[src/rtl/morse_decoder_if.sv]
`default_nettype none
// ============================================================================
// Module   : morse_decoder_if
// Purpose  : Character valid/ready channel from morse_decoder to its sink.
// Revision : 1.0
// ============================================================================
interface morse_decoder_if;
  logic [7:0] char_out;
  logic       char_valid;
  logic       char_ready;

  modport master (output char_out, output char_valid, input char_ready);
  modport slave  (input char_out, input char_valid, output char_ready);
endinterface
`default_nettype wire

[src/rtl/morse_decoder.sv]
`default_nettype none
// ============================================================================
// Module   : morse_decoder
// Purpose  : Times a keyed on/off line into dots, dashes and gaps and decodes
//            each symbol to ASCII. Define MORSE_DEC_WORD_SPACE_EN to emit 0x20
//            on word gaps.
// Revision : 1.0
// ============================================================================
module morse_decoder #(
  parameter int UNIT_CYCLES = 3000000,
  parameter int CNT_WIDTH   = 24,
  parameter int MAX_ELEMS   = 6
) (
  input  logic            clk,
  input  logic            rst,
  input  logic            key_in,
  morse_decoder_if.master sink,
  output logic            overflow,
  output logic            sym_err
);

  localparam int LEN_W = $clog2(MAX_ELEMS + 1);
  localparam int PAT_W = (MAX_ELEMS > 5) ? MAX_ELEMS : 5;
  localparam logic [CNT_WIDTH-1:0] CHAR_GAP = CNT_WIDTH'(2 * UNIT_CYCLES);
  localparam logic [CNT_WIDTH-1:0] WORD_GAP = CNT_WIDTH'(5 * UNIT_CYCLES);
  localparam logic [LEN_W-1:0]     LEN_MAX  = LEN_W'(MAX_ELEMS);

  typedef enum logic [1:0] {IDLE, MARK, GAP, WORD_WAIT} state_t;

  state_t                 state;
  logic                   sync1;
  logic                   key_s;
  logic                   key_d;
  logic [CNT_WIDTH-1:0]   cnt;
  logic [MAX_ELEMS-1:0]   pattern;
  logic [LEN_W-1:0]       len;
  logic                   too_long;
  logic [7:0]             out_char;
  logic                   out_valid;

  logic [PAT_W-1:0]       pat_w;
  logic [4:0]             p5;
  logic [7:0]             len8;
  logic                   hi_zero;
  logic [7:0]             dec_char;
  logic                   emit;
  logic [7:0]             emit_char;
  logic                   emit_err;

  always_ff @(posedge clk or posedge rst) begin
    if (rst) begin
      sync1 <= 1'b0;
      key_s <= 1'b0;
      key_d <= 1'b0;
      cnt   <= '0;
    end else begin
      sync1 <= key_in;
      key_s <= sync1;
      key_d <= key_s;
      if (key_s != key_d)
        cnt <= CNT_WIDTH'(1);
      else if (cnt != '1)
        cnt <= cnt + CNT_WIDTH'(1);
    end
  end

  // Pattern is right-aligned: the first element sits at bit len-1.
  assign pat_w   = PAT_W'(pattern);
  assign p5      = pat_w[4:0];
  assign hi_zero = ((pat_w >> 5) == '0);
  assign len8    = 8'(len);

  always_comb begin
    dec_char = 8'h3F;
    if (!too_long && hi_zero && len8 >= 8'd1 && len8 <= 8'd5) begin
      case ({len8[2:0], p5})
        {3'd2, 5'b00001}: dec_char = 8'h41;
        {3'd4, 5'b01000}: dec_char = 8'h42;
        {3'd4, 5'b01010}: dec_char = 8'h43;
        {3'd3, 5'b00100}: dec_char = 8'h44;
        {3'd1, 5'b00000}: dec_char = 8'h45;
        {3'd4, 5'b00010}: dec_char = 8'h46;
        {3'd3, 5'b00110}: dec_char = 8'h47;
        {3'd4, 5'b00000}: dec_char = 8'h48;
        {3'd2, 5'b00000}: dec_char = 8'h49;
        {3'd4, 5'b00111}: dec_char = 8'h4A;
        {3'd3, 5'b00101}: dec_char = 8'h4B;
        {3'd4, 5'b00100}: dec_char = 8'h4C;
        {3'd2, 5'b00011}: dec_char = 8'h4D;
        {3'd2, 5'b00010}: dec_char = 8'h4E;
        {3'd3, 5'b00111}: dec_char = 8'h4F;
        {3'd4, 5'b00110}: dec_char = 8'h50;
        {3'd4, 5'b01101}: dec_char = 8'h51;
        {3'd3, 5'b00010}: dec_char = 8'h52;
        {3'd3, 5'b00000}: dec_char = 8'h53;
        {3'd1, 5'b00001}: dec_char = 8'h54;
        {3'd3, 5'b00001}: dec_char = 8'h55;
        {3'd4, 5'b00001}: dec_char = 8'h56;
        {3'd3, 5'b00011}: dec_char = 8'h57;
        {3'd4, 5'b01001}: dec_char = 8'h58;
        {3'd4, 5'b01011}: dec_char = 8'h59;
        {3'd4, 5'b01100}: dec_char = 8'h5A;
        {3'd5, 5'b11111}: dec_char = 8'h30;
        {3'd5, 5'b01111}: dec_char = 8'h31;
        {3'd5, 5'b00111}: dec_char = 8'h32;
        {3'd5, 5'b00011}: dec_char = 8'h33;
        {3'd5, 5'b00001}: dec_char = 8'h34;
        {3'd5, 5'b00000}: dec_char = 8'h35;
        {3'd5, 5'b10000}: dec_char = 8'h36;
        {3'd5, 5'b11000}: dec_char = 8'h37;
        {3'd5, 5'b11100}: dec_char = 8'h38;
        {3'd5, 5'b11110}: dec_char = 8'h39;
        default:          dec_char = 8'h3F;
      endcase
    end
  end

  always_comb begin
    emit      = 1'b0;
    emit_char = dec_char;
    emit_err  = (dec_char == 8'h3F);
    if (state == GAP && cnt == CHAR_GAP) begin
      emit = 1'b1;
    end
`ifdef MORSE_DEC_WORD_SPACE_EN
    else if (state == WORD_WAIT && cnt == WORD_GAP) begin
      emit      = 1'b1;
      emit_char = 8'h20;
      emit_err  = 1'b0;
    end
`endif
  end

  always_ff @(posedge clk or posedge rst) begin
    if (rst) begin
      state     <= IDLE;
      pattern   <= '0;
      len       <= '0;
      too_long  <= 1'b0;
      out_char  <= 8'h00;
      out_valid <= 1'b0;
      overflow  <= 1'b0;
      sym_err   <= 1'b0;
    end else begin
      sym_err <= 1'b0;
      case (state)
        IDLE: begin
          if (key_s)
            state <= MARK;
        end
        MARK: begin
          // cnt still holds the full mark length on the first low cycle.
          if (!key_s) begin
            state <= GAP;
            if (len == LEN_MAX)
              too_long <= 1'b1;
            else begin
              pattern <= {pattern[MAX_ELEMS-2:0], (cnt >= CHAR_GAP)};
              len     <= len + LEN_W'(1);
            end
          end
        end
        GAP: begin
          if (cnt == CHAR_GAP) begin
            pattern  <= '0;
            len      <= '0;
            too_long <= 1'b0;
            state    <= key_s ? MARK : WORD_WAIT;
          end else if (key_s)
            state <= MARK;
        end
        WORD_WAIT: begin
          if (key_s)
            state <= MARK;
          else if (cnt == WORD_GAP)
            state <= IDLE;
        end
        default: state <= IDLE;
      endcase

      if (emit) begin
        if (!out_valid || sink.char_ready) begin
          out_char  <= emit_char;
          out_valid <= 1'b1;
          sym_err   <= emit_err;
        end else
          overflow <= 1'b1;
      end else if (out_valid && sink.char_ready)
        out_valid <= 1'b0;
    end
  end

  assign sink.char_out   = out_char;
  assign sink.char_valid = out_valid;

endmodule
`default_nettype wire

[src/flat_wrapper.sv]
// flat-port wrapper written by rule: the top's interface ports become plain ports
module morse_decoder_flat 
#(
  parameter int UNIT_CYCLES = 3000000,
  parameter int CNT_WIDTH   = 24,
  parameter int MAX_ELEMS   = 6
)
  (clk, rst, key_in, overflow, sym_err, sink_char_out, sink_char_valid, sink_char_ready);
  morse_decoder_if sink_i ();
  input  logic clk;
  input  logic rst;
  input  logic key_in;
  output logic overflow;
  output logic sym_err;
  output wire logic [$bits(sink_i.char_out)-1:0] sink_char_out;
  output wire logic [$bits(sink_i.char_valid)-1:0] sink_char_valid;
  input wire logic [$bits(sink_i.char_ready)-1:0] sink_char_ready;
  assign sink_char_out = sink_i.char_out;
  assign sink_char_valid = sink_i.char_valid;
  assign sink_i.char_ready = sink_char_ready;
  morse_decoder #(.UNIT_CYCLES(UNIT_CYCLES), .CNT_WIDTH(CNT_WIDTH), .MAX_ELEMS(MAX_ELEMS)) u_core (.clk(clk), .rst(rst), .key_in(key_in), .sink(sink_i), .overflow(overflow), .sym_err(sym_err));
endmodule
[config.mk]
export PLATFORM = sky130hd
export DESIGN_NAME = morse_decoder_flat
export DESIGN_NICKNAME = d
export VERILOG_FILES = /design/src/rtl/morse_decoder_if.sv /design/src/rtl/morse_decoder.sv /design/src/flat_wrapper.sv
export SDC_FILE = /design/constraint.sdc
export NUM_CORES = 1
export LEC_CHECK = 0
export ABC_AREA = 1
export ABC_CLOCK_PERIOD_IN_PS = 5010
export BUFFER_PORTS_ARGS = -buffer_cell sky130_fd_sc_hd__buf_4
export CAP_MARGIN = 30
export CORE_ASPECT_RATIO = 0.7
export CORE_UTILIZATION = 40
export CTS_CLUSTER_DIAMETER = 50
export DETAILED_ROUTE_END_ITERATION = 7
export HOLD_SLACK_MARGIN = 0.15
export PLACE_DENSITY = 0.61
export SETUP_SLACK_MARGIN = 0.2
export SYNTH_ARGS = -nofsm -noshare
export SYNTH_HDL_FRONTEND = slang
export SYNTH_SLANG_ARGS = --single-unit
[constraint.sdc]
create_clock -name clk -period 5.01 [get_ports clk]
set_input_delay 0.2505 -clock clk [delete_from_list [all_inputs] [get_ports clk]]
set_output_delay 0.2505 -clock clk [all_outputs]
set_load 0.01 [all_outputs]
# Word level (Yosys, flattened, before mapping)
# Index checks and enable logic that the tools add are counted.
totals:
  regBits: 50
  input_bits: 4
  out_inout_bits: 11
  word_cells: 117
classes:
  addsub: 2
  n_lt_le_gt_ge: 3
  n_eq_ne: 51
  muxes: 29
  bitwise_logic: 1
  n_reduce_logical: 19
ops:
  columns: ["op", "n"]
  rows:
  - ["one-hot mux 7 bit (36 select lines)", 1]
  - ["== test 8 bit (second input constant)", 22]
  - ["== test 8 x 7 -> 1 bit (second input constant)", 12]
  - ["2-to-1 mux 24 bit", 2]
  - ["adder 24 x 1 -> 24 bit (second input constant)", 1]
  - ["== test 24 x 23 -> 1 bit (second input constant)", 1]
  - ["== test 24 bit (second input constant)", 1]
  - ["== test 8 x 6 -> 1 bit (second input constant)", 3]
  - ["greater-or-equal comparator 24 x 23 -> 1 bit (second input constant)", 1]
  - ["!= test 24 bit (second input constant)", 1]
  - ["2-to-1 mux 6 bit", 3]
  - ["2-to-1 mux 2 bit", 6]
  - ["one-hot mux 6 bit (2 select lines)", 1]
  - ["2-to-1 mux 1 bit", 9]
  - ["2-to-1 mux 3 bit", 3]
  - ["2-to-1 mux 8 bit", 1]
  - ["!= test 2 bit (second input constant)", 4]
  - ["one-hot mux 2 bit (4 select lines)", 1]
  - ["AND reduction 2 bit", 4]
  - ["AND reduction 4 bit", 2]
  - ["logical NOT 6 bit", 1]
  - ["one-hot mux 3 bit (2 select lines)", 1]
  - ["nonzero test 2 bit", 3]
  - ["logical AND 1 bit", 5]
  - ["other kinds (14)", 16]

# Depth between registers and ports, before layout
# Gate-level depths: netlist of the first run.
depth:
  word_depth: 8
  mapped_depth: 14
  depth_no_buf: 13

# Worst setup path after synthesis of the first run
# OpenSTA, ideal clock, no wires.
synth_path:
  path_type: "register to register"
  from: "register u_core.cnt[0]"
  to: "register u_core.pattern[0] (netlist: u_core.pat_w[0])"
  setup_ns: 0.121
  arrival_time_ns: 1.624
  required_time_ns: 4.889
  path_slack_ns: 3.265
  stages_incl_launch_ff: 12
  n_path_buf: 1
  period_less_slack_ns: 1.745
  cell_sequence: "dfrtp_1 inv_1 ha_1 nand3_1 nor2_1 nand3_1 nand3b_1 a21oi_1 nand2_2 buf_6 nand2_1 o21ai_1"
synth_between:
  elab_chain_cells: 4
  elab_cells_between_ends: 7
  classes_between: "order compare: 1; eq/ne: 2; mux: 3; reduce/logical: 1"
synth_lines:
  columns: ["element", "line_no", "text"]
  rows:
  - ["from (decl)", "morse_decoder.sv:34", "logic [CNT_WIDTH-1:0] cnt;"]
  - ["from (signal assigned)", "morse_decoder.sv:63", "cnt <= cnt + CNT_WIDTH'(1);"]
  - ["greater-or-equal comparator 24 x 23 -> 1 bit", "morse_decoder.sv:158", "pattern <= {pattern[MAX_ELEMS-2:0], (cnt >= CHAR_GAP)};"]
  - ["2-to-1 mux 6 bit", "morse_decoder.sv:155", "if (len == LEN_MAX)"]
  - ["2-to-1 mux 6 bit", "morse_decoder.sv:153", "if (!key_s) begin"]
  - ["one-hot mux 6 bit (2 select lines)", "morse_decoder.sv:146", "case (state)"]
  - ["to (signal assigned)", "morse_decoder.sv:158", null]
  - ["to (decl)", "morse_decoder.sv:35", "logic [MAX_ELEMS-1:0] pattern;"]
# Parallel ways exist; a longest one is shown, timed or not. The select of a mux whose other input is x is not followed.
# A chain may end at the register's enable or synchronous reset.

# Worst setup path after layout of the first run
layout_path:
  from: "register u_core.cnt[0]"
  to: "register u_core.sym_err"
layout_between:
  elab_chain_cells: 4
layout_lines:
  columns: ["element", "line_no", "text"]
  rows:
  - ["== test 24 x 23 -> 1 bit", "morse_decoder.sv:122", "if (state == GAP && cnt == CHAR_GAP) begin"]
  - ["logical AND 1 bit", "morse_decoder.sv:122", null]
  - ["2-to-1 mux 1 bit", "morse_decoder.sv:122", null]
  - ["2-to-1 mux 1 bit", "morse_decoder.sv:181", "if (emit) begin"]
  - ["to (signal assigned)", "morse_decoder.sv:185", "sym_err <= emit_err;"]
  - ["to (decl)", "morse_decoder.sv:19", "output logic sym_err"]
# No other way between the ends.

==> out/results.txt, run 1 <==
Reg-to-Reg End -> u_core.sym_err
WHS Endpoint -> u_core.sink.char_valid
met2 Track Usage GR -> 29.7%
worst hold stages -> 4
R2R cell count -> 10
mux cell area share after synthesis -> 0%
Final Net Count -> 555
placed cell area -> 3670 µm²
port bufs -> 13
Hold Buf Count CTS -> 2
Pwr per Cell Area -> 318 nW/µm²
slowest stage delay, CP -> 0.42 ns
Mean Syn Cell Area -> 6.51 µm²
Logic pwr share -> 35.3%
Area contributors post-synth -> dfrtp_1 (35%), nand2_1 (17%), nor2_1 (9.3%)
Clock Pin Slew Worst Setup and Hold Paths -> 0.07 ns
Final Cycle Share -> 45.5%
Hold Crit Start -> sink_char_ready
Detailed Place HPWL -> 7520 µm
Synth Cell Area -> 3470 µm²
Post-Route WL -> 9680 µm
register area -> 1230 µm²
ANT cells -> 0
Max-slew headroom -> 58.9%
initial antenna violation count -> 0
Max H-tree Level -> 2
CP Class -> register to register
Cell Int Power -> 0.000742 W
Clk Tree Root Cell -> clkbuf_16
switch share -> 39.2%
CTS Sinks -> 49
Cells after Synth -> 532
post_cts resized -> 0
grt ovf -> 0
Critical-path top delay cell -> nand4_1
pin count of the biggest net entering global routing -> 29
Longest Clk Path Bufs -> 2
core area -> 8440 µm²
register bit count reported by yosys -> 49
final setup TNS -> 0 ns
die width -> 113 µm
Die Ht -> 79.9 µm
R2R Setup Slk -> 2.73 ns
CP required -> 5.24 ns
largest family of logic cells by synthesized area -> simple AND/OR/NAND/NOR gates
Multi-input gate area -> 1900 µm²
Power Total -> 0.00122 W
synth-to-layout area growth -> 10.6%
CP top delay family -> simple AND/OR/NAND/NOR gates
CP cell instances -> inv_1 > ha_1 > nand3_1 > nor2_1 > nand3_1 > nor2_1 > nand4_1 > a21oi_1 > nand2_1 > nor2_1
dpl ws -> 2.78 ns
CP max FO -> 7
Setup Viol. Count Final -> 0
Die Area -> 9050 µm²
Syn. warnings -> 0
first-pass GRT wire length -> 16000 µm
vias per inst -> 5.25
Max Fclk -> 0.438 GHz
router iterations before antenna repair -> 6
Seq pwr share -> 37.4%
worst-margin pin slew -> 0.612 ns
clock share of power -> 27.4%
Synth Area in XOR/XNOR -> 1.26%
met3 track demand over resource -> 6.00%
Worst setup EP type -> register
proportion of layout cells with a drive suffix above 1 -> 8.04%
Max Slew Vio Count -> 0
finished layout cell area -> 3830 µm²
worst setup margin -> 2.73 ns
Iteration-0 DRC Markers -> 338
RR Startpoint -> u_core.cnt[0]
CTS tree -> yes
post-synth top area share -> 35.4%
Mapped Nets -> 541
clock skew -> 0.00757 ns
M1 GR Usage -> 36.4%
initial core utilization -> 41.0%
outcome -> finished clean
sequential fraction of the synthesis area -> 35.4%
crit start category -> register
CP bufs+invs -> 1
# placed instances -> 657
compound-cell area share of the yosys netlist -> 8.74%
Synth Area in Simple Gates -> 42.8%
Worst-Skew Late Latency -> 0.29 ns
min cycle time layout -> 2.28 ns
post-synthesis adder-cell area fraction -> 1.81%
Fill cells -> 904
total track usage -> 22.8%
RePlAce Congestion -> 1.02
maximum VDD drop -> 143 µV
DR WL/cell -> 14.5 µm
critical path's most frequent cell -> nor2_1
# IOs -> 15
largest area contributor in the netlist -> dfrtp_1
Num CTS Buffers -> 5
Critical Path AT -> 2.51 ns
Max-Cap Viols -> 0
vias in the first global route -> 3194
gr busiest metal -> met1
RSZ-0062 raised after global routing -> false
Netlist cell types -> 40
num rows -> 28
Hold Crit Class -> input pin to register
Final Hold Fails -> 0
Residual DRC -> 0
post-CTS setup buffers -> 0
Vias -> 3501
leakage -> 1.87 nW
Sw Pwr -> 0.000478 W
Non-Filler Instances -> 667
ANT nets after route -> 0
-- sequential cells by signal, summed over array words and instances (netlist names) --
name and count:
u_core.state 2, u_core.sync1 1, u_core.key_s 1, u_core.too_long 1, u_core.sink.char_out 7, u_core.sink.char_valid 1, u_core.len 3, u_core.pat_w 6
u_core.key_d 1, u_core.overflow 1, u_core.cnt 24, u_core.sym_err 1
-- cells in the mapped netlist (all sizes together) --
cell,instances
xor2,4
a21oi,8
nand3,30
xnor2,1
o21a,1
a211oi,1
inv,73
o31ai,2
a31oi,5
nor3,24
nand4,21
nor3b,2
nor2,90
nor4,5
nand2b,1
or2,2
o221ai,1
dfrtp,49
nand2,158
clkinv,1
a22oi,1
o211a,2
o21bai,1
buf,9
conb,1
nand3b,2
ha,5
clkbuf,1
o211ai,1
o21ai,30
-- metal layers --
layer | vias to the layer above | part of all wire, %
met5 | - | 0
met3 | 7 | 9.2
li1 | 1738 | -
met1 | 1592 | 53
met2 | 164 | 37
met4 | 0 | 0.50
-- stage by stage --
step / hold slack (ns) / utilization [%]
2_1_floorplan: 0.282 / -
3_3_place_gp: 0.343 / 43.3
6_report: 0.302 / 45.4
4_1_cts: 0.295 / 45.4
5_1_grt: 0.328 / 45.4
3_5_place_dp: 0.321 / 43.5
-- layout by cell type, fill, tap and decap left out, types with 2 or more instances in the layout --
master / count
or2_2: 2
nor3_2: 3
a21oi_1: 8
o21ai_0: 19
clkinv_2: 2
nand2_1: 153
nor3b_1: 2
buf_4: 14
inv_1: 68
nor2_2: 4
ha_1: 5
nand4_1: 21
xor2_1: 4
clkbuf_16: 5
nand3_1: 29
inv_2: 5
nor3_4: 2
nor3_1: 19
dlygate4sd3_1: 2
nand2_2: 4
nor2_1: 86
nor4_1: 5
a31oi_1: 5
o31ai_1: 2
nand3b_1: 2
dfrtp_1: 49
o211a_1: 2
o21ai_1: 11
-- power groups by stage --
| stage | Combinational, W | Clock [W] | Sequential, W |
|---|---|---|---|
| 2_1_floorplan | 0.000342 | 0 | 0.000447 |
| 3_3_place_gp | 0.000423 | 0 | 0.000462 |
| 3_5_place_dp | 0.000421 | 0 | 0.000463 |
| 4_1_cts | 0.000424 | 0.000339 | 0.000456 |
| 5_1_grt | 0.000497 | 0.000353 | 0.000462 |
| 6_report | 0.000430 | 0.000334 | 0.000456 |
-- final cells by class --
type | instances | area share [%]
clock buffers | 6 | 3.36
inverters | 74 | 7.25
well taps | 120 | 3.92
flip-flops and latches | 49 | 32.0
clock inverters | 2 | 0.261
multi-input cells | 399 | 49.4
repair buffers | 17 | 3.79
-- worst min-delay path: stages --
cell	delay, ns
buf_4	0.08
nor2_1	0.06
inv_1	0.10
nand2_1	0.06
-- logic make-up (layout without fill, tap and decap cells) --
| kind of cell | count (synthesis) | in the layout |
|---|---|---|
| compound gates | 53 | 53 |
| other cells | 1 | 1 |
| buf+inv | 84 | 99 |
| simple gates | 335 | 335 |
| xor+xnor | 5 | 5 |
| fa+ha+maj | 5 | 5 |
| flops | 49 | 49 |
-- how the worst max path moves through the flow --
stage                             start               to  slack, ns  cells past startpoint
after floorplan           u_core.cnt[0]  u_core.pat_w[0]       3.26                     11
after global placement    u_core.cnt[0]   u_core.sym_err       2.81                     10
after detailed placement  u_core.cnt[0]   u_core.sym_err       2.78                     10
after CTS                 u_core.cnt[0]   u_core.sym_err       2.76                     10
after global routing      u_core.cnt[0]   u_core.sym_err       2.50                     10
final                     u_core.cnt[0]   u_core.sym_err       2.73                     10
No activity file was read; power rests on OpenSTA's default activity.
==> inputs of run 2 (changes only) <==
--- a/config.mk
+++ b/config.mk
@@ -6,7 +6,7 @@
 export NUM_CORES = 1
 export LEC_CHECK = 0
 export ABC_AREA = 1
-export ABC_CLOCK_PERIOD_IN_PS = 5010
+export ABC_CLOCK_PERIOD_IN_PS = 2400
 export BUFFER_PORTS_ARGS = -buffer_cell sky130_fd_sc_hd__buf_4
 export CAP_MARGIN = 30
 export CORE_ASPECT_RATIO = 0.7
==> constraint.sdc (replaced) <==
create_clock -name clk -period 2.4 [get_ports clk]
set_input_delay 0.12 -clock clk [delete_from_list [all_inputs] [get_ports clk]]
set_output_delay 0.12 -clock clk [all_outputs]
set_load 0.01 [all_outputs]
==> run 2 against run 1 <==
Critical path depth is the same. First-iteration DRC count up 21%. Setup slack lost 2.4 ns. Largest cell class unchanged. Largest power group unchanged. Critical endpoint is now u_core.pat_w[4]. Critical path type unchanged.
==> out/results.txt, run 2 (synthesis gave the netlist of run 1 again) <==
ANT nets after route -> 0 (unchanged)
Fill cells -> 881 (was 904)
port bufs -> 13 (unchanged)
Max Slew Vio Count -> 0 (unchanged)
RSZ-0062 raised after global routing -> false (unchanged)
# placed instances -> 659 (was 657)
Logic pwr share -> 33.9% (was 35.3%)
Vias -> 3478 (was 3501)
CP Class -> register to register (unchanged)
Longest Clk Path Bufs -> 2 (unchanged)
outcome -> finished clean (unchanged)
pin count of the biggest net entering global routing -> 35 (was 29)
Clock Pin Slew Worst Setup and Hold Paths -> 0.07 ns (about the same)
Final Hold Fails -> 0 (unchanged)
Power Total -> 0.00267 W (was 0.00122 W)
maximum VDD drop -> 314 µV (was 143 µV)
final setup TNS -> 0 ns (unchanged)
Max H-tree Level -> 2 (unchanged)
RePlAce Congestion -> 0.970 (was 1.02)
router iterations before antenna repair -> 5 (was 6)
Residual DRC -> 0 (unchanged)
proportion of layout cells with a drive suffix above 1 -> 9.09% (was 8.04%)
Max-slew headroom -> 66.7% (was 58.9%)
max reg flops -> 24 (unchanged)
Iteration-0 DRC Markers -> 409 (was 338)
leakage -> 1.90 nW (was 1.87 nW)
CP max FO -> 18 (was 7)
worst-margin pin slew -> 0.498 ns (was 0.612 ns)
DR WL/cell -> 14.5 µm (about the same)
grt ovf -> 0 (unchanged)
switch share -> 37.8% (was 39.2%)
Critical-path top delay cell -> dfrtp_1 (was nand4_1)
Non-Filler Instances -> 670 (was 667)
clock share of power -> 30.4% (was 27.4%)
synth-to-layout area growth -> 12.2% (was 10.6%)
CP cell instances -> inv_1 > ha_1 > nand3_1 > nor2_1 > nand3_1 > nand3b_1 > a21oi_2 > nand2_4 > nand2_1 > o21ai_1 (was inv_1 > ha_1 > nand3_1 > nor2_1 > nand3_1 > nor2_1 > nand4_1 > a21oi_1 > nand2_1 > nor2_1)
CTS tree -> yes (unchanged)
Max-Cap Viols -> 0 (unchanged)
Sw Pwr -> 0.00101 W (was 0.000478 W)
num rows -> 28 (unchanged)
Clk Tree Root Cell -> clkbuf_16 (unchanged)
Most flops, register -> u_core.cnt (unchanged)
most common cell after layout, fill and taps aside -> nand2_1 (unchanged)
ANT cells -> 0 (unchanged)
die width -> 113 µm (unchanged)
Cell Int Power -> 0.00166 W (was 0.000742 W)
# IOs -> 15 (unchanged)
crit start category -> register (unchanged)
core area -> 8440 µm² (unchanged)
Critical Path AT -> 2.20 ns (was 2.51 ns)
Worst-Skew Late Latency -> 0.29 ns (about the same)
Post-Route WL -> 9700 µm (was 9680 µm)
Setup Viol. Count Final -> 0 (unchanged)
CP required -> 2.58 ns (was 5.24 ns)
leading cell types in the layout, fill and taps excluded -> nand2_1 (153), nor2_1 (85), inv_1 (68) (was nand2_1 (153), nor2_1 (86), inv_1 (68))
vias per inst -> 5.19 (was 5.25)
first-pass GRT wire length -> 16000 µm (about the same)
critical path's most frequent cell -> nand3_1 (was nor2_1)
vias in the first global route -> 3263 (was 3194)
clock skew -> 0.00755 ns (was 0.00757 ns)
initial core utilization -> 41.0% (unchanged)
Final Net Count -> 558 (was 555)
Num CTS Buffers -> 5 (unchanged)
Final Cycle Share -> 84.5% (was 45.5%)
Pwr per Cell Area -> 685 nW/µm² (was 318 nW/µm²)
Hold Crit Class -> input pin to register (unchanged)
Max Fclk -> 0.493 GHz (was 0.438 GHz)
CTS Sinks -> 49 (unchanged)
R2R Setup Slk -> 0.37 ns (was 2.73 ns)
min cycle time layout -> 2.03 ns (was 2.28 ns)
Die Ht -> 79.9 µm (unchanged)
total track usage -> 23.1% (was 22.8%)
initial antenna violation count -> 0 (unchanged)
Detailed Place HPWL -> 7580 µm (was 7520 µm)
Die Area -> 9050 µm² (unchanged)
slowest stage delay, CP -> 0.41 ns (was 0.42 ns)
Worst setup EP type -> register (unchanged)
Seq pwr share -> 35.7% (was 37.4%)
run 2: per-stage QoR:
stage | setup WS (ns) | util (%) | cell area [µm²] | hold slack [ns]
after floorplan | 0.655 | - | 3470 | 0.151
after global placement | 0.174 | 43.6 | 3680 | 0.108
after detailed placement | 0.147 | 43.6 | 3680 | 0.112
after CTS | 0.263 | 45.9 | 3870 | 0.159
after global routing | 0.189 | 46.1 | 3890 | 0.200
final | 0.372 | 46.1 | 3890 | 0.164
run 2: area by class of cell:
| cell class | count | area [µm²] | area share, % |
|---|---|---|---|
| Multi-Input combinational cell | 399 | 1910 | 49.2 |
| Sequential cell | 49 | 1230 | 31.5 |
| Inverter | 74 | 278 | 7.14 |
| Timing Repair Buffer | 20 | 155 | 3.99 |
| Tap cell | 120 | 150 | 3.86 |
| Clock buffer | 6 | 129 | 3.31 |
| Clock inverter | 2 | 38.8 | 0.997 |
run 2: final timing paths:
| kind | endpoint | startpoint | cells past startpoint |
|---|---|---|---|
| min in group asynchronous | u_core.cnt[20] | rst | 3 |
| worst max-delay path | u_core.pat_w[4] | u_core.cnt[0] | 10 |
| worst max register to register | u_core.pat_w[4] | u_core.cnt[0] | 10 |
| max in group asynchronous | u_core.cnt[15] | rst | 4 |
| worst min-delay path | u_core.sink.char_valid | sink_char_ready | 4 |
| worst min register to register | u_core.key_s | u_core.sync1 | 0 |
run 2: routing by layer:
| layer | global-route usage (%) | share of wire [%] | vias to the layer above |
|---|---|---|---|
| met5 | 0 | 0 | - |
| met4 | 5.39 | 0.74 | 0 |
| met3 | 9.04 | 12 | 9 |
| met2 | 29.0 | 36 | 164 |
| met1 | 35.4 | 51 | 1561 |
| li1 | - | - | 1744 |
run 2: what timing repair did:
action                                 CTS  global route
pin swaps                                1             1
setup endpoints to repair                2            16
gates resized for setup                  0             4
buffers inserted                         1             0
hold buffers                             2             0
endpoints found under the hold margin   16             0
run 2: power by group through the flow:
stage / combinational (W) / sequential (W) / clock (W)
finish: 0.000905 / 0.000950 / 0.000810
global route: 0.00103 / 0.000957 / 0.000857
CTS: 0.000884 / 0.000950 / 0.000830
detailed placement: 0.000878 / 0.000965 / 0
global placement: 0.000883 / 0.000964 / 0
floorplan: 0.000713 / 0.000932 / 0
run 2: worst max-delay path, delay by kind of cell (launching register included):
| family | cells | cell delay [ns] |
|---|---|---|
| fa+ha+maj | 1 | 0.19 |
| compound gates | 2 | 0.28 |
| simple gates | 6 | 0.87 |
| flops | 1 | 0.41 |
| buf+inv | 1 | 0.16 |
==> inputs of run 3 (changes only) <==
--- a/config.mk
+++ b/config.mk
@@ -6,7 +6,7 @@
 export NUM_CORES = 1
 export LEC_CHECK = 0
 export ABC_AREA = 1
-export ABC_CLOCK_PERIOD_IN_PS = 2400
+export ABC_CLOCK_PERIOD_IN_PS = 1800
 export BUFFER_PORTS_ARGS = -buffer_cell sky130_fd_sc_hd__buf_4
 export CAP_MARGIN = 30
 export CORE_ASPECT_RATIO = 0.7
@@ -14,7 +14,7 @@
 export CTS_CLUSTER_DIAMETER = 50
 export DETAILED_ROUTE_END_ITERATION = 7
 export HOLD_SLACK_MARGIN = 0.15
-export PLACE_DENSITY = 0.61
+export PLACE_DENSITY = 0.63
 export SETUP_SLACK_MARGIN = 0.2
 export SYNTH_ARGS = -nofsm -noshare
 export SYNTH_HDL_FRONTEND = slang
==> constraint.sdc (replaced) <==
create_clock -name clk -period 1.8 [get_ports clk]
set_input_delay 0.09 -clock clk [delete_from_list [all_inputs] [get_ports clk]]
set_output_delay 0.09 -clock clk [all_outputs]
set_load 0.01 [all_outputs]
==> run 3 against run 2 <==
The run now ends with setup timing left. Maximum frequency rose by 6.3%. Final area rose by 28%. Routed wire length rose by 15%. Core utilization rose by 13 points. Register-to-register slack got worse by 0.48 ns. Critical path type unchanged. Critical endpoint is now u_core.cnt[17].
==> out/results.txt, run 3 (synthesis gave the netlist of run 1 again) <==
grt ovf -> 0 (unchanged)
worst-margin pin slew -> 0.637 ns (was 0.498 ns)
Longest Clk Path Bufs -> 2 (unchanged)
Final Net Count -> 650 (was 558)
pin count of the biggest net entering global routing -> 50 (was 35)
Num CTS Buffers -> 5 (unchanged)
CP Class -> register to register (unchanged)
clock skew -> 0.00809 ns (was 0.00755 ns)
DR WL/cell -> 14.7 µm (was 14.5 µm)
Most flops, register -> u_core.cnt (unchanged)
Vias -> 4005 (was 3478)
slowest stage delay, CP -> 0.41 ns (about the same)
Detailed Place HPWL -> 8110 µm (was 7580 µm)
# IOs -> 15 (unchanged)
worst setup margin -> -0.107 ns (was 0.372 ns)
critical path's most frequent cell -> nor2_4 (was nand3_1)
CP cell instances -> inv_2 > buf_4 > buf_6 > nor3_4 > nand2_2 > nor2_4 > nand2_4 > nor2_4 > nand4_1 > nor3b_2 (was inv_1 > ha_1 > nand3_1 > nor2_1 > nand3_1 > nand3b_1 > a21oi_2 > nand2_4 > nand2_1 > o21ai_1)
CTS tree -> yes (unchanged)
CP bufs+invs -> 3 (was 1)
Fill cells -> 771 (was 881)
min cycle time layout -> 1.91 ns (was 2.03 ns)
CP max FO -> 3 (was 18)
Multi-input gate area -> 2300 µm² (was 1910 µm²)
Final Cycle Share -> 106% (was 84.5%)
CP top delay family -> simple AND/OR/NAND/NOR gates (unchanged)
leading cell types in the layout, fill and taps excluded -> nand2_1 (136), buf_4 (97), nor2_1 (71) (was nand2_1 (153), nor2_1 (85), inv_1 (68))
first-pass GRT wire length -> 17300 µm (was 16000 µm)
port bufs -> 13 (unchanged)
initial antenna violation count -> 0 (unchanged)
Max Slew Vio Count -> 0 (unchanged)
ANT nets after route -> 0 (unchanged)
Hold Crit Class -> register to register (was input pin to register)
Worst-Skew Late Latency -> 0.29 ns (about the same)
Clock Pin Slew Worst Setup and Hold Paths -> 0.07 ns (about the same)
vias per inst -> 5.26 (was 5.19)
max reg flops -> 24 (unchanged)
Critical-path top delay cell -> dfrtp_1 (unchanged)
register area -> 1230 µm² (about the same)
Max Fclk -> 0.524 GHz (was 0.493 GHz)
maximum VDD drop -> 426 µV (was 314 µV)
most common cell after layout, fill and taps aside -> nand2_1 (unchanged)
leakage -> 2.50 nW (was 1.90 nW)
proportion of layout cells with a drive suffix above 1 -> 34.0% (was 9.09%)
Max-slew headroom -> 57.6% (was 66.7%)
initial core utilization -> 41.0% (unchanged)
final setup TNS -> -0.814 ns (was 0 ns)
RePlAce Congestion -> 1.02 (was 0.970)
Final Hold Fails -> 0 (unchanged)
Max H-tree Level -> 2 (unchanged)
vias in the first global route -> 3462 (was 3263)
Max-Cap Viols -> 0 (unchanged)
Residual DRC -> 0 (unchanged)
CTS Sinks -> 49 (unchanged)
num rows -> 28 (unchanged)
dpl ws -> -0.0494 ns (was 0.147 ns)
RSZ-0062 raised after global routing -> true (was false)
Iteration-0 DRC Markers -> 374 (was 409)
Setup Viol. Count Final -> 15 (was 0)
crit start category -> register (unchanged)
R2R Setup Slk -> -0.11 ns (was 0.37 ns)
Post-Route WL -> 11200 µm (was 9700 µm)
total track usage -> 24.8% (was 23.1%)
Pwr per Cell Area -> 796 nW/µm² (was 685 nW/µm²)
outcome -> finished with violations (was finished clean)
Hold Slack -> 0.355 ns (was 0.164 ns)
die width -> 113 µm (unchanged)
failing checks -> setup timing
core area -> 8440 µm² (unchanged)
synth-to-layout area growth -> 43.5% (was 12.2%)
router iterations before antenna repair -> 5 (unchanged)
Clk Tree Root Cell -> clkbuf_16 (unchanged)
Critical Path AT -> 2.07 ns (was 2.20 ns)
Die Area -> 9050 µm² (unchanged)
Finished Core Util -> 58.9% (was 46.1%)
ANT cells -> 0 (unchanged)
Die Ht -> 79.9 µm (unchanged)
Power Total -> 0.00396 W (was 0.00267 W)
Worst setup EP type -> register (unchanged)
CP required -> 1.96 ns (was 2.58 ns)
run 3: cell count changes in the layout (fill, tap and decap cells not counted), moves of 9 or more:
cell and change:
nor2_1 -14, inv_1 -11, nor3_1 -9, buf_4 +79, nand2_2 +16, nand2_1 -17, o21ai_0 -9
run 3: power breakdown:
part	total, W	internal, W	switching [W]
sequential	0.00125	0.00117	0.0000833
clock	0.000949	0.000547	0.000402
combinational	0.00176	0.000712	0.00105
run 3: what timing repair did:
| action | CTS | global route |
|---|---|---|
| endpoints found under the setup margin | 38 | 45 |
| buffers inserted | 13 | 11 |
| endpoints found under the hold margin | 51 | 0 |
| gates cloned | 3 | 0 |
| gates resized for setup | 42 | 76 |
| pin swaps | 13 | 24 |
| hold buffers | 3 | 0 |
run 3: per-layer routing:
| layer | GRT usage (%) | vias up | share of wire (%) |
|---|---|---|---|
| li1 | - | 1927 | - |
| met1 | 39.0 | 1900 | 50 |
| met2 | 34.2 | 167 | 40 |
| met3 | 5.01 | 11 | 8.3 |
| met4 | 4.21 | 0 | 0.71 |
| met5 | 0 | - | 0 |
run 3: path summary, 6_finish.rpt:
check	startpoint	to	cells past startpoint
worst min register to register	u_core.sync1	u_core.key_s	0
worst min-delay path	u_core.sync1	u_core.key_s	0
worst max-delay path	u_core.cnt[1]	u_core.cnt[17]	10
worst max register to register	u_core.cnt[1]	u_core.cnt[17]	10
min in group asynchronous	rst	u_core.sink.char_out[3]	4
max in group asynchronous	rst	u_core.len[0]	4
run 3: through the flow:
step	instances	cell area [µm²]
after global routing	761	4970
after global placement	724	4210
after floorplan	532	3490
after CTS	750	4620
after detailed placement	724	4210
final	761	4970
run 3: layout make-up:
class	count	area share [%]
flip-flops and latches	49	24.8
multi-input cells	402	46.2
inverters	74	5.73
well taps	120	3.02
clock buffers	7	2.87
repair buffers	109	17.5
